File: config.mk
export PLATFORM = sky130hd
export DESIGN_NAME = lockin_plot_scheduler
export DESIGN_NICKNAME = d
export VERILOG_FILES = /design/src/rtl/lockin_plot_scheduler.sv
export SDC_FILE = /design/constraint.sdc
export NUM_CORES = 1
export LEC_CHECK = 0
export ABC_AREA = 1
export CELL_PAD_IN_SITES_DETAIL_PLACEMENT = 0
export CELL_PAD_IN_SITES_GLOBAL_PLACEMENT = 1
export CORE_MARGIN = 3
export CORE_UTILIZATION = 29
export DETAILED_ROUTE_END_ITERATION = 7
export HOLD_SLACK_MARGIN = 0.02
export PLACE_DENSITY = 0.74
export RECOVER_POWER = 100
export SYNTH_ARGS = -nofsm -noshare
export SYNTH_HDL_FRONTEND = slang
export SYNTH_SLANG_ARGS = --single-unit
File: constraint.sdc
create_clock -name clk -period 4 [get_ports clk]
set_clock_uncertainty 0.1 [all_clocks]
set_input_delay 1 -clock clk [delete_from_list [all_inputs] [get_ports clk]]
set_output_delay 1 -clock clk [all_outputs]
set_load 0.01 [all_outputs]
File: src/rtl/lockin_plot_scheduler.sv
// Lock-in plot scheduler: decimates/averages the CORDIC stream to one value per plot column
// and aligns each 320-column sweep to a frame-swap tick. Define LOCKIN_SCHED_AVG_EN for boxcar averaging.
module lockin_plot_scheduler #(
    parameter int CORDIC_WIDTH = 42,
    parameter int PLOT_COLS    = 320,
    parameter int MAX_LOG2     = 10
) (
    input  logic                    clk,
    input  logic                    rst,
    input  logic                    i_valid,
    input  logic [CORDIC_WIDTH-1:0] i_magnitude,
    input  logic [CORDIC_WIDTH-1:0] i_phase,
    input  logic                    i_swap_tick,
    input  logic                    i_run,
    input  logic                    i_single,
    input  logic [3:0]              i_decim_log2,
    output logic                    o_valid,
    output logic [CORDIC_WIDTH-1:0] o_magnitude,
    output logic [CORDIC_WIDTH-1:0] o_phase,
    output logic [8:0]              o_col,
    output logic                    o_sweep_done,
    output logic [1:0]              o_state
);
    localparam int AW = CORDIC_WIDTH + MAX_LOG2;

    typedef enum logic [1:0] {IDLE = 2'd0, ARMED = 2'd1, CAPTURE = 2'd2, HOLD = 2'd3} state_t;

    state_t                  state_q, state_d;
    logic                    single_req_q, single_req_d;
    logic [3:0]              k_q, k_d;
    logic [MAX_LOG2-1:0]     cnt_q, cnt_d;
    logic [8:0]              col_q, col_d;
    logic                    valid_q, valid_d;
    logic                    done_q, done_d;
    logic [CORDIC_WIDTH-1:0] mag_q, mag_d;
    logic [CORDIC_WIDTH-1:0] phs_q, phs_d;
    logic [8:0]              col_out_q, col_out_d;

    logic                    acc_clr, acc_add;
    logic [3:0]              k_clamped;
    logic [MAX_LOG2-1:0]     last_cnt;
    logic [CORDIC_WIDTH-1:0] col_mag, col_phs;

    assign k_clamped = (i_decim_log2 > 4'(MAX_LOG2)) ? 4'(MAX_LOG2) : i_decim_log2;
    // N-1 as an all-ones mask of k bits
    assign last_cnt  = {MAX_LOG2{1'b1}} >> (4'(MAX_LOG2) - k_q);

`ifdef LOCKIN_SCHED_AVG_EN
    logic        [AW-1:0] acc_mag_q, acc_mag_d, sum_mag;
    logic signed [AW-1:0] acc_phs_q, acc_phs_d, sum_phs;

    assign sum_mag = acc_mag_q + AW'(i_magnitude);
    assign sum_phs = acc_phs_q + {{MAX_LOG2{i_phase[CORDIC_WIDTH-1]}}, i_phase};
    // Arithmetic shift on the signed sum gives the floor of the mean
    assign col_mag = CORDIC_WIDTH'(sum_mag >> k_q);
    assign col_phs = CORDIC_WIDTH'(sum_phs >>> k_q);

    always_comb begin
        acc_mag_d = acc_mag_q;
        acc_phs_d = acc_phs_q;
        if (acc_clr) begin
            acc_mag_d = '0;
            acc_phs_d = '0;
        end else if (acc_add) begin
            acc_mag_d = sum_mag;
            acc_phs_d = sum_phs;
        end
    end

    always_ff @(posedge clk or posedge rst) begin
        if (rst) begin
            acc_mag_q <= '0;
            acc_phs_q <= '0;
        end else begin
            acc_mag_q <= acc_mag_d;
            acc_phs_q <= acc_phs_d;
        end
    end
`else
    assign col_mag = i_magnitude;
    assign col_phs = i_phase;
`endif

    always_comb begin
        state_d      = state_q;
        single_req_d = single_req_q | i_single;
        k_d          = k_q;
        cnt_d        = cnt_q;
        col_d        = col_q;
        valid_d      = 1'b0;
        done_d       = 1'b0;
        mag_d        = mag_q;
        phs_d        = phs_q;
        col_out_d    = col_out_q;
        acc_clr      = 1'b0;
        acc_add      = 1'b0;
        case (state_q)
            IDLE: begin
                if (i_run || i_single) state_d = ARMED;
            end
            ARMED: begin
                if (!i_run && !single_req_q) begin
                    state_d = IDLE;
                end else if (i_swap_tick) begin
                    k_d     = k_clamped;
                    cnt_d   = '0;
                    col_d   = '0;
                    acc_clr = 1'b1;
                    state_d = CAPTURE;
                end
            end
            CAPTURE: begin
                if (!i_run && !single_req_q) begin
                    state_d = IDLE;
                end else if (i_valid) begin
                    if (cnt_q == last_cnt) begin
                        valid_d   = 1'b1;
                        mag_d     = col_mag;
                        phs_d     = col_phs;
                        col_out_d = col_q;
                        cnt_d     = '0;
                        acc_clr   = 1'b1;
                        if (col_q == 9'(PLOT_COLS - 1)) begin
                            done_d       = 1'b1;
                            state_d      = HOLD;
                            // The finished sweep consumes the request; only a new pulse re-arms
                            single_req_d = i_single;
                        end else begin
                            col_d = col_q + 9'd1;
                        end
                    end else begin
                        cnt_d   = cnt_q + MAX_LOG2'(1);
                        acc_add = 1'b1;
                    end
                end
            end
            HOLD: begin
                if (i_swap_tick) begin
                    if (i_run || single_req_q || i_single) begin
                        state_d = ARMED;
                    end else begin
                        state_d      = IDLE;
                        single_req_d = 1'b0;
                    end
                end
            end
            default: state_d = IDLE;
        endcase
    end

    always_ff @(posedge clk or posedge rst) begin
        if (rst) begin
            state_q      <= IDLE;
            single_req_q <= 1'b0;
            k_q          <= '0;
            cnt_q        <= '0;
            col_q        <= '0;
            valid_q      <= 1'b0;
            done_q       <= 1'b0;
            mag_q        <= '0;
            phs_q        <= '0;
            col_out_q    <= '0;
        end else begin
            state_q      <= state_d;
            single_req_q <= single_req_d;
            k_q          <= k_d;
            cnt_q        <= cnt_d;
            col_q        <= col_d;
            valid_q      <= valid_d;
            done_q       <= done_d;
            mag_q        <= mag_d;
            phs_q        <= phs_d;
            col_out_q    <= col_out_d;
        end
    end

    assign o_valid      = valid_q;
    assign o_sweep_done = done_q;
    assign o_magnitude  = mag_q;
    assign o_phase      = phs_q;
    assign o_col        = col_out_q;
    assign o_state      = state_q;
endmodule
-- Yosys cells after proc, flatten, opt, wreduce, memory -nomap -nowiden
Cells that the tools add are included.
- input port bits: 94
- bits in writable memories: 0
- output and inout port bits: 97
- logic and storage cells: 87
- bits in read-only memories: 0
- memories kept: 0
- latch bits: 0
- register bits after elaboration: 121
- mux-type cells: 40
- $add $sub $neg: 3
- div/mod/pow operators: 0
- reductions and logical operators: 13
- bitwise logic cells: 2
- multipliers: 0
- $lt $le $gt $ge: 1
- eq/ne operators: 17
- shift-type cells: 1
- operators with widths (operator ; number):
    2-to-1 mux 9 bit ; 6
    2-to-1 mux 10 bit ; 5
    one-hot mux 10 bit (2 select lines) ; 1
    one-hot mux 9 bit (2 select lines) ; 1
    2-to-1 mux 1 bit ; 16
    2-to-1 mux 2 bit ; 8
    != test 2 bit (second input constant) ; 8
    != test 3 bit (second input constant) ; 4
    adder 10 x 1 -> 10 bit (second input constant) ; 1
    == test 10 bit ; 1
    >> shifter 10 x 4 -> 10 bit (first input constant) ; 1
    adder 9 x 1 -> 9 bit (second input constant) ; 1
    == test 9 bit (second input constant) ; 1
    one-hot mux 2 bit (4 select lines) ; 1
    AND reduction 7 bit ; 1
    AND reduction 6 bit ; 1
    AND reduction 5 bit ; 1
    == test 2 bit (second input constant) ; 2
    greater-than comparator 4 bit (second input constant) ; 1
    2-to-1 mux 4 bit ; 1
    AND reduction 4 bit ; 1
    subtractor 4 bit (first input constant) ; 1
    logical OR 1 bit ; 3
    AND reduction 3 bit ; 1
    other kinds (8) ; 9

-- Depth between registers and ports, before layout
- word-level depth: 7
- depth in mapped cells: 18
- mapped depth without buffers: 16

-- Worst setup path after synthesis
Ideal clock, no wire load.
- path kind: register to register
- start point: reg k_q[1]
- end point: reg mag_q[23] (netlist: o_magnitude[23])
- period minus slack after synthesis: 2.379 ns
- arrival time: 2.162 ns
- stages on the path, launching flop included: 18
- setup slack: 1.621 ns
- library setup time: 0.116 ns
- cells stage by stage: dfrtp_1 > ha_1 > inv_1 > ha_1 > inv_1 > or2_1 > nand3_1 > nand2_1 > nand2_1 > nor2_1 > nand2_1 > nor2_1 > and2_4 > nand3_2 > buf_2 > buf_2 > nand2_1 > nand2_1
- longest elaborated chain between the ends: 4
- RTL lines (item ; RTL line ; RTL):
    start, declared ; 30 ; logic [3:0] k_q, k_d;
    start signal, assigned ; 166 ; k_q <= k_d;
    subtractor 4 bit ; 46 ; assign last_cnt = {MAX_LOG2{1'b1}} >> (4'(MAX_LOG2) - k_q);
    >> shifter 10 x 4 -> 10 bit ; 46 ;
    == test 10 bit ; 116 ; if (cnt_q == last_cnt) begin
    AND reduction 4 bit (no line) ; - ;
    end signal, assigned ; 171 ; mag_q <= mag_d;
    end, declared ; 35 ; logic [CORDIC_WIDTH-1:0] mag_q, mag_d;
No other way between the ends.
A chain may end at the register's enable or synchronous reset.

-- Worst setup path in the final report
- start point: reg k_q[1]
- end point: reg col_out_q[8] (netlist: o_col[8])
- longest elaborated chain between the ends: 4
- RTL lines (item ; RTL line ; RTL):
    subtractor 4 bit ; 46 ;
    >> shifter 10 x 4 -> 10 bit ; 46 ;
    == test 10 bit ; 116 ;
    AND reduction 4 bit (no line) ; - ;
    end signal, assigned ; 173 ; col_out_q <= col_out_d;
    end, declared ; 37 ; logic [8:0] col_out_q, col_out_d;
No other way between the ends.

==> results.md <==
Run status:
- The run finished, with violations left.
- The final reports fail on capacitance limit, slew limit.

Synthesis:
- In the post-synthesis netlist, the biggest area contributors are sky130_fd_sc_hd__dfrtp_1, sky130_fd_sc_hd__nand2_1, sky130_fd_sc_hd__inv_1.
- The number of register bits inferred by synthesis is 121.
- Yosys mapped the design onto 27 distinct sky130hd cell types.
- The synthesized instance count is roughly 650.
- Sequential cells were found to cover between 50% and 60% of the synthesized design area.
- Summing every instance area after synthesis gives ~0.0054 mm2.
- Of all cell types, the one taking the most synthesized area is sky130_fd_sc_hd__dfrtp_1.
- Synthesis produced a netlist with a net count of around 750.
- The fraction of post-synthesis cell area in the top cell type by area is about 56%.
- The count of warnings emitted by yosys is 0.
- The synthesized area per cell is approximately 8.2 um2.

GRT:
- The aggregate global-route resource usage is roughly 15%.
- The total congestion overflow is 0.
- The first-pass GRT wire length is about 24,000 um.
- The initial antenna violation count was 0.
- The maximum number of pins on one net before global-route repair is around 100.
- The via count of the first global-routing pass is approximately 4,600.

Floorplanning:
- During I/O placement, the number of pins put on the boundary was between 150 and 200.
- The total core area is ~0.018 mm2.
- The initial utilization of the core area, before any placement, comes to between 20% and 30%.
- The number of rows in the core area is 49.
- The height of the die is approximately 140 um.
- The overall die area is 0.0202 mm2.
- The width of the die is around 140 um.

CTS:
- The longest clock path from root to sink contains 2 buffers.
- The number of clock sinks is 121.
- Clock-pin slew was measured on the worst setup and hold paths at about 60 ps.
- Buffers added to address setup during post-CTS repair amount to 0.
- The CTS buffer count is 17.
- The H-tree generated during clock tree synthesis spans 4 levels.
- The number of hold buffers added after CTS was 0.
- At the later pin of the worst-skew pair, clock insertion delay measures 410 ps.
- The master cell of the clock root buffer is sky130_fd_sc_hd__clkbuf_16.
- The number of gates resized after CTS was 0.
- The TritonCTS clock tree is yes.

Placement:
- At the end of routability-driven placement, the weighted congestion stood at slightly above 0.8.
- Buffers placed on the I/O ports in this run total 190.
- The HPWL reported at the end of detailed placement is ~10,000 um.
- Summing all placed instances gives a cell area of about 0.0075 mm2.

Drt:
- The routed layout has 4,711 vias.
- In the routed layout, each cell is associated on average with a via count of 4.33.
- Dividing the detail-routed wire length by the instance count gives 13.4 um.
- In this run the remaining antenna-violating nets after routing total 0.
- The wire length reported by the detailed router is 14,600 um.
- The first TritonRoute pass finished after 5 iterations.
- For this run, design rule violations remaining after detail routing come to 0.
- The iteration-0 DRC count of the detailed router is just under 200.

Worst hold path:
- In this run the worst hold path is classified as register to register.

Worst setup path:
- The kind of critical path is register to register.
- For the worst setup path, the data required time is 4200 ps.
- The worst setup path is captured at a register.
- In this run the worst path has a maximum fanout of approximately 100.
- The critical path data arrival time is between 3000 and 4000 ps.
- The worst setup path is launched from a register.

STA:
- For the pin with the worst max-slew slack, the measured transition is 1920 ps.
- The total count of hold-check failures in the final report is 0.
- The post-route fraction of the period consumed by the critical path is about 84%.
- The total count of max-transition violations in the final report is 39.
- The worst slew slack as a fraction of its limit is -28.6%.
- The final total negative setup slack is 0 ps.
- The minimum clock period is approximately 3400 ps.
- Setup repair after global routing left no endpoint under its margin.
- Setup violations remaining at the end of the flow were counted as 0.
- The peak clock frequency supported by timing is 297 MHz.

Layout:
- The post-route netlist has 5.71% of its cells at a drive strength greater than 1.
- The library cell used most frequently in the layout, excluding fill and tap cells, is sky130_fd_sc_hd__nand2_1.
- The signed area change from the synthesized netlist to the final layout is 50.6%.
- The fill cell total of the finished layout is approximately 1,800.
- The final layout net count is 945.
- The library cells used most frequently in the layout, excluding fill and tap cells, are sky130_fd_sc_hd__nand2_1, sky130_fd_sc_hd__dfrtp_1, sky130_fd_sc_hd__dlygate4sd3_1, sky130_fd_sc_hd__clkdlybuf4s50_1, sky130_fd_sc_hd__inv_1.
- The number of antenna diodes in the final layout is 0.
- After routing the design area is 0.00807 mm2.

Flow run:
- The count of maximum capacitance violations is 1.

Pwr:
- Summed over all cells, the static leakage comes to around 4.3 nW.
- The maximum VDD drop is ~0.29 mV.
- The power density of the placed cells is about 560 mW/mm2.
-- cell usage after synthesis, drive strengths merged --
master	number
nand4	13
nand2	338
nor4	3
or2	1
dfrtp	121
a21oi	6
a21boi	1
o21ai	19
nor2	36
inv	46
buf	20
nor3	4
and2	1
clkbuf	2
ha	6
o22ai	1
nand3	23
xor2	13
-- sequential cells by signal, summed over array words and instances, names as in the netlist --
| name | count |
|---|---|
| o_magnitude | 42 |
| o_sweep_done | 1 |
| o_col | 9 |
| k_q | 4 |
| o_phase | 42 |
| o_state | 2 |
| cnt_q | 10 |
| col_q | 9 |
| o_valid | 1 |
| single_req_q | 1 |
-- kinds of logic (layout without fill, tap and decap cells) --
family	after synthesis	count (layout)	share of synthesized area (%)
buffers and inverters	68	272	5.70
XOR/XNOR	13	13	2.12
AO/OA/AOI/OAI	27	27	2.87
AND/OR/NAND/NOR	419	419	31.4
adder cells (fa/ha/maj)	6	6	1.40
flip-flops	121	121	56.5
-- power breakdown --
part | switching, W | total [W] | internal [W]
Sequential | 0.000129 | 0.00157 | 0.00144
Combinational | 0.000761 | 0.00137 | 0.000605
Clock | 0.000575 | 0.00156 | 0.000980
Total | 0.00147 | 0.00449 | 0.00303
-- metal layers --
layer	GRT usage, %	share of wire [%]	up-vias
met5	0	0	-
met4	5.20	1.8	0
met3	5.41	7.9	22
met2	21.5	44	154
met1	19.9	46	2125
li1	-	-	2410
-- layout make-up --
type	instances	area [um2]	share of cell area [%]
sequential	121	3030	37.5
multi-input combinational	465	2010	24.9
timing repair buffer	194	1970	24.4
clock buffer	17	425	5.27
tap	229	287	3.55
clock inverter	15	178	2.20
inverter	46	174	2.15
-- metrics by stage --
step | instances | hold slack (ps) | power, W | worst slack, ps | utilization (%)
6_report | 1087 | 368 | 0.00449 | 631 | 44.6
5_1_grt | 1087 | 387 | 0.00480 | 245 | 44.6
4_1_cts | 1087 | 373 | 0.00465 | 834 | 44.8
3_5_place_dp | 1055 | 359 | 0.00306 | 790 | 41.4
3_3_place_gp | 1055 | 356 | 0.00307 | 803 | 41.4
2_1_floorplan | 654 | 342 | 0.00239 | 1420 | -
-- critical path: stages, from the launching register on --
cell and delay, ps:
sky130_fd_sc_hd__dfrtp_1 410, sky130_fd_sc_hd__ha_1 210, sky130_fd_sc_hd__inv_1 60, sky130_fd_sc_hd__ha_1 220, sky130_fd_sc_hd__inv_1 140, sky130_fd_sc_hd__nand2_1 120
sky130_fd_sc_hd__nand4_1 110, sky130_fd_sc_hd__nand2_1 60, sky130_fd_sc_hd__nor2_1 110, sky130_fd_sc_hd__nand2_1 70, sky130_fd_sc_hd__nor2_1 140, sky130_fd_sc_hd__and2_4 240
sky130_fd_sc_hd__nand3_1 140, sky130_fd_sc_hd__clkbuf_4 580, sky130_fd_sc_hd__o21ai_0 390
-- final timing paths --
kind / startpoint / endpoint / slack, ps / cells past startpoint
worst min-delay path: col_q[8]$_DFFE_PP0P_ / col_q[8]$_DFFE_PP0P_ / 370 / 2
worst max register to register: k_q[1]$_DFFE_PP0P_ / o_col[8]$_DFFE_PP0P_ / 630 / 14
worst max-delay path: k_q[1]$_DFFE_PP0P_ / o_col[8]$_DFFE_PP0P_ / 630 / 14
worst min register to register: col_q[8]$_DFFE_PP0P_ / col_q[8]$_DFFE_PP0P_ / 370 / 2
max in group asynchronous: rst / o_sweep_done$_DFF_PP0_ / 1460 / 3
min in group asynchronous: rst / o_phase[28]$_DFFE_PP0P_ / 1420 / 2
No activity file was read; power rests on OpenSTA's default activity.
